===== src/rtl/mem_arbiter.sv =====
// Byte-serial RAM/IO controller for the icache and LSB clients.
// Round-robin grant, serialised transfers, UART back-pressure on IO stores.
module mem_arbiter #(
  parameter int ADDR_WIDTH = 32,
  parameter int LINE_WORDS = 4,
  parameter logic [ADDR_WIDTH-1:0] IO_BASE = ADDR_WIDTH'('h30000)
) (
  input  logic                     clk_in,
  input  logic                     rst_in,
  input  logic                     rdy_in,
  input  logic                     io_buffer_full,
  input  logic [7:0]               mem_din,
  output logic [7:0]               mem_dout,
  output logic [ADDR_WIDTH-1:0]    mem_a,
  output logic                     mem_wr,
  input  logic                     ic_req_en,
  input  logic [ADDR_WIDTH-1:0]    ic_req_addr,
  output logic                     ic_resp_en,
  output logic [32*LINE_WORDS-1:0] ic_resp_data,
  input  logic                     lsb_req_en,
  input  logic                     lsb_req_we,
  input  logic [ADDR_WIDTH-1:0]    lsb_req_addr,
  input  logic [1:0]               lsb_req_len,
  input  logic [31:0]              lsb_req_data,
  output logic                     lsb_resp_en,
  output logic [31:0]              lsb_resp_data
);

  localparam int IC_N = 4 * LINE_WORDS;
  localparam int CW = $clog2(IC_N + 1);
  localparam logic [ADDR_WIDTH-1:0] IO_ALT =
    IO_BASE + ADDR_WIDTH'(4);

  localparam logic [1:0] IDLE  = 2'd0;
  localparam logic [1:0] READ  = 2'd1;
  localparam logic [1:0] WRITE = 2'd2;
  localparam logic [1:0] DONE  = 2'd3;

  logic [1:0]              state;
  logic                    last_lsb;
  logic                    cur_lsb;
  logic [ADDR_WIDTH-1:0]   base;
  logic [CW-1:0]           cur_n;
  logic [CW-1:0]           cnt;
  logic [31:0]             wdata;
  logic [32*LINE_WORDS-1:0] ic_buf;
  logic [31:0]             lsb_buf;

  logic                    lsb_io;
  logic [CW-1:0]           lsb_n;
  logic                    ic_ok;
  logic                    lsb_ok;
  logic                    pick_lsb;
  logic [CW-1:0]           lane;
  logic [ADDR_WIDTH-1:0]   cur_a;
  logic                    addr_phase;

  assign lsb_io = (lsb_req_addr == IO_BASE) ||
                  (lsb_req_addr == IO_ALT);

  always_comb begin
    lsb_n = CW'(4);
    case (lsb_req_len)
      2'd0:    lsb_n = CW'(1);
      2'd1:    lsb_n = CW'(2);
      default: lsb_n = CW'(4);
    endcase
    if (lsb_req_we && lsb_io) lsb_n = CW'(1);
  end

  // A UART store held off by a full buffer must not stall the icache.
  assign ic_ok  = ic_req_en & rdy_in;
  assign lsb_ok = lsb_req_en & rdy_in &
                  ~(lsb_req_we & lsb_io & io_buffer_full);
  assign pick_lsb = lsb_ok & (~ic_ok | ~last_lsb);

  assign lane  = cnt - CW'(1);
  assign cur_a = base + ADDR_WIDTH'(cnt);
  assign addr_phase = ((state == READ) && (cnt != cur_n)) ||
                      (state == WRITE);

  assign mem_wr   = (state == WRITE);
  assign mem_a    = addr_phase ? cur_a : '0;
  assign mem_dout = (state == WRITE) ?
                    wdata[{cnt[1:0], 3'b000} +: 8] : 8'h00;

  assign ic_resp_en    = (state == DONE) & ~cur_lsb;
  assign lsb_resp_en   = (state == DONE) & cur_lsb;
  assign ic_resp_data  = ic_buf;
  assign lsb_resp_data = lsb_buf;

  always_ff @(posedge clk_in or negedge rst_in) begin
    if (!rst_in) begin
      state    <= IDLE;
      last_lsb <= 1'b0;
      cur_lsb  <= 1'b0;
      base     <= '0;
      cur_n    <= '0;
      cnt      <= '0;
      wdata    <= '0;
      ic_buf   <= '0;
      lsb_buf  <= '0;
    end else begin
      case (state)
        IDLE: begin
          if (ic_ok || lsb_ok) begin
            cur_lsb  <= pick_lsb;
            last_lsb <= pick_lsb;
            cnt      <= '0;
            if (pick_lsb) begin
              base    <= lsb_req_addr;
              cur_n   <= lsb_n;
              wdata   <= lsb_req_data;
              lsb_buf <= '0;
              state   <= lsb_req_we ? WRITE : READ;
            end else begin
              base   <= ic_req_addr;
              cur_n  <= CW'(IC_N);
              ic_buf <= '0;
              state  <= READ;
            end
          end
        end
        READ: begin
          // mem_din lags the address by one cycle
          if (cnt != '0) begin
            if (cur_lsb)
              lsb_buf[{lane[1:0], 3'b000} +: 8] <= mem_din;
            else
              ic_buf[{lane, 3'b000} +: 8] <= mem_din;
          end
          if (cnt == cur_n) state <= DONE;
          else cnt <= cnt + CW'(1);
        end
        WRITE: begin
          if (cnt == cur_n - CW'(1)) state <= DONE;
          else cnt <= cnt + CW'(1);
        end
        default: state <= IDLE;
      endcase
    end
  end

endmodule

===== config.mk =====
export PLATFORM = sky130hd
export DESIGN_NAME = mem_arbiter
export DESIGN_NICKNAME = d
export VERILOG_FILES = /design/src/rtl/mem_arbiter.sv
export SDC_FILE = /design/constraint.sdc
export NUM_CORES = 1
export LEC_CHECK = 0
export CAP_MARGIN = 40
export CORE_ASPECT_RATIO = 1.75
export CORE_MARGIN = 5
export CORE_UTILIZATION = 49
export DETAILED_ROUTE_END_ITERATION = 16
export GPL_ROUTABILITY_DRIVEN = 0
export PLACE_DENSITY_LB_ADDON = 0.3
export SLEW_MARGIN = 5
export SYNTH_ARGS = -nofsm -noshare
export SYNTH_HDL_FRONTEND = slang
export SYNTH_SLANG_ARGS = --single-unit

===== constraint.sdc =====
create_clock -name clk_in -period 3.6 [get_ports clk_in]
set_input_delay 0.54 -clock clk_in [delete_from_list [all_inputs] [get_ports clk_in]]
set_output_delay 0.54 -clock clk_in [all_outputs]
set_load 0.01 [all_outputs]

==> results.cfg <==
[global_route]
antenna_found_initial = 0
overflow = 0
grt_max_degree = 81
grt_usage = 0.279
grt_pass1_wl_um = 60500
grt_pass1_vias = 10867

[routing]
drt_pass1_iterations = 5
via_per_inst = 6.01
vias = 10574
drc = 0
drt_iter0_markers = 748
routed_wl_um = 39600
post_drt_wl_per_cell_um = 22.5
ant_nets = 0

[yosys]
avgSynthCellArea_um2 = 10.8
ys_types = 73
syn_area_um2 = 11800
synth_cells = 1087
ys_seq_area_frac = 0.502
synth_warnings = 0
synthArstFlopShare = 1.00
ys_seq_elements = 236
synth_edf_count = 0
ys.flop_type = dfrtp_1
synthesis.nets = 1223

[timing]
fmax_mhz = 278
rsz0062_at_grt = yes
setup_ws_ps = -0.510
skew_ps = 11.3
drv_slew = 0
post-route-min-period_ps = 3600
final-hold-violation-count = 10
max_slew_margin = 0.477
final-setup-viol-count = 1
timing.hold.ws_ps = -54.0
fin_crit_sh = 1.00
worst_pin_slew_ps = 779

[clock_network]
clkSinkCount = 236
clk_pin_slew_ps = 60
clockBufferDepth = 3
numCtsBuffers = 23
postCtsHoldBufs = 0
clkLatencyLatePin_ps = 510
h-tree-depth = 1
cts_tree = yes
cts_root_buffer = clkbuf_16

[final_layout]
area_delta_synth_final_pct = 41.5
nets = 1571
layout-drive-gt1-share = 0.152
num_antenna_cells = 0
final_util = 0.698

[setup_path]
crit_type = flop to output port
worstPathRequired_ps = 3060
end_kind = output port
cp.arrival_ps = 3060
cp_max_fo = 5
crit_path_start_kind = flop

[status]
status = finished with violations
violations = hold timing, setup timing

[placement]
dp_slack_ps = 110
post-dp-hpwl_um = 29500
io_buffer_count = 315

[die]
core-area_um2 = 23800
design.portCount = 316
die_area_um2 = 27300
die_y_um = 215
rows = 75
start_util = 0.493
dieWidth_um = 127

[pwr]
ir_drop_mv = 0.500
power_switching_mw = 5.13
leakage_nw = 7.31
power_mw = 12.6
comb_power_share = 0.502
p_per_area_nw_per_um2 = 760
p_int_mw = 7.52
switching_share = 0.405
p_clk_frac = 0.196
p_seq_frac = 0.302

[job]
maxCapViolations = 0

[hold_path]
hold_path.class = primary input to asynchronous set/reset pin
-- power by group through the flow --
stage | registers, mW | logic, mW | clock network (mW)
CTS | 3.80 | 5.98 | 2.51
global route | 3.88 | 6.81 | 2.62
global placement | 3.81 | 5.72 | 0
finish | 3.82 | 6.35 | 2.48
floorplan | 3.77 | 3.54 | 0
detailed placement | 3.85 | 5.88 | 0
-- layout make-up --
class / count / area, um2
Multi-Input combinational cell: 757 / 5590
Timing Repair Buffer: 388 / 3880
Fill cell: 1826 / 7200
Clock inverter: 8 / 120
Sequential cell: 236 / 5910
Clock buffer: 33 / 643
Tap cell: 308 / 385
Inverter: 29 / 109
-- routing by layer --
| layer | wire length, um | global-route usage |
|---|---|---|
| met5 | 0 | 0 |
| met4 | 2490 | 0.141 |
| met3 | 2400 | 0.0427 |
| met2 | 21800 | 0.525 |
| met1 | 12900 | 0.294 |
-- timing repair --
item,4_1_cts,5_1_grt
gates cloned,1,3
gates resized for setup,17,33
pin swaps,2,1
endpoints found under the setup margin,30,35
setup buffers,4,6
-- metrics by stage --
stage / hold slack [ps] / instance area [um2] / TNS (ps) / std cells
floorplan: 244 / 11800 / 0 / 1087
global placement: 464 / 15500 / 0 / 1700
detailed placement: 467 / 15500 / 0 / 1704
CTS: 19.5 / 16400 / 0 / 1750
global route: 0.690 / 16600 / -359 / 1759
finish: -54.0 / 16600 / -0.510 / 1759
-- path summary, 6_finish.rpt --
path | startpoint | endpoint | slack (ps) | cells past startpoint
min in group clk_in | base[2]$_DFFE_PN0P_ | base[2]$_DFFE_PN0P_ | 480 | 2
worst min register to register | base[2]$_DFFE_PN0P_ | base[2]$_DFFE_PN0P_ | 480 | 2
worst min-delay path | rst_in | base[9]$_DFFE_PN0P_ | -50 | 1
max in group asynchronous | rst_in | base[28]$_DFFE_PN0P_ | 2650 | 2
worst max-delay path | base[0]$_DFFE_PN0P_ | mem_a[20] | -0.5 | 10
worst max register to register | cnt[0]$_DFFE_PN0P_ | ic_resp_data[57]$_DFFE_PN0P_ | 170 | 10
-- state kept, by name, indices dropped and copies added (netlist names) --
name and flops:
base 32, cnt 5, cur_lsb 1, cur_n 4, ic_resp_data 128, lsb_resp_data 32
state 2, wdata 32
-- layout by cell type (no fill, tap or decap), types with 31 or more instances in the layout --
master,n
a22o_1,50
a22oi_1,31
buf_4,58
clkdlybuf4s50_1,290
dfrtp_1,235
mux2_2,51
nand2_1,156
nand4_1,32
nor2_1,48
o2bb2ai_1,49
-- cells in the mapped netlist (all sizes together) (22+ instances only) --
cell type,count,share of area
and2,22,0.012
a21oi,23,0.010
dfrtp,236,0.50
o21ai,33,0.014
nand4,32,0.017
clkbuf,38,0.012
nor2,50,0.016
o2bb2ai,49,0.037
nand2,156,0.050
ha,22,0.023
buf,27,0.011
inv,29,0.0093
mux2,51,0.049
a22oi,31,0.020
a22o,50,0.037
-- kinds of logic after synthesis --
kind of cell	share of synthesized area
simple gates	0.153
compound gates	0.195
flops	0.502
buf+inv	0.0328
mux	0.0678
xor+xnor	0.0237
fa+ha+maj	0.0251
-- worst max-delay path, stage by stage, from the launching register on --
cell and delay [ps]:
dfrtp_1 420, ha_1 250, fa_2 370, a21oi_2 180
o21bai_2 100, a21oi_2 200, buf_4 190, nor4b_2 60
xnor2_1 120, nor2_1 110, clkdlybuf4s50_1 550
No activity file was read; power rests on OpenSTA's default activity.
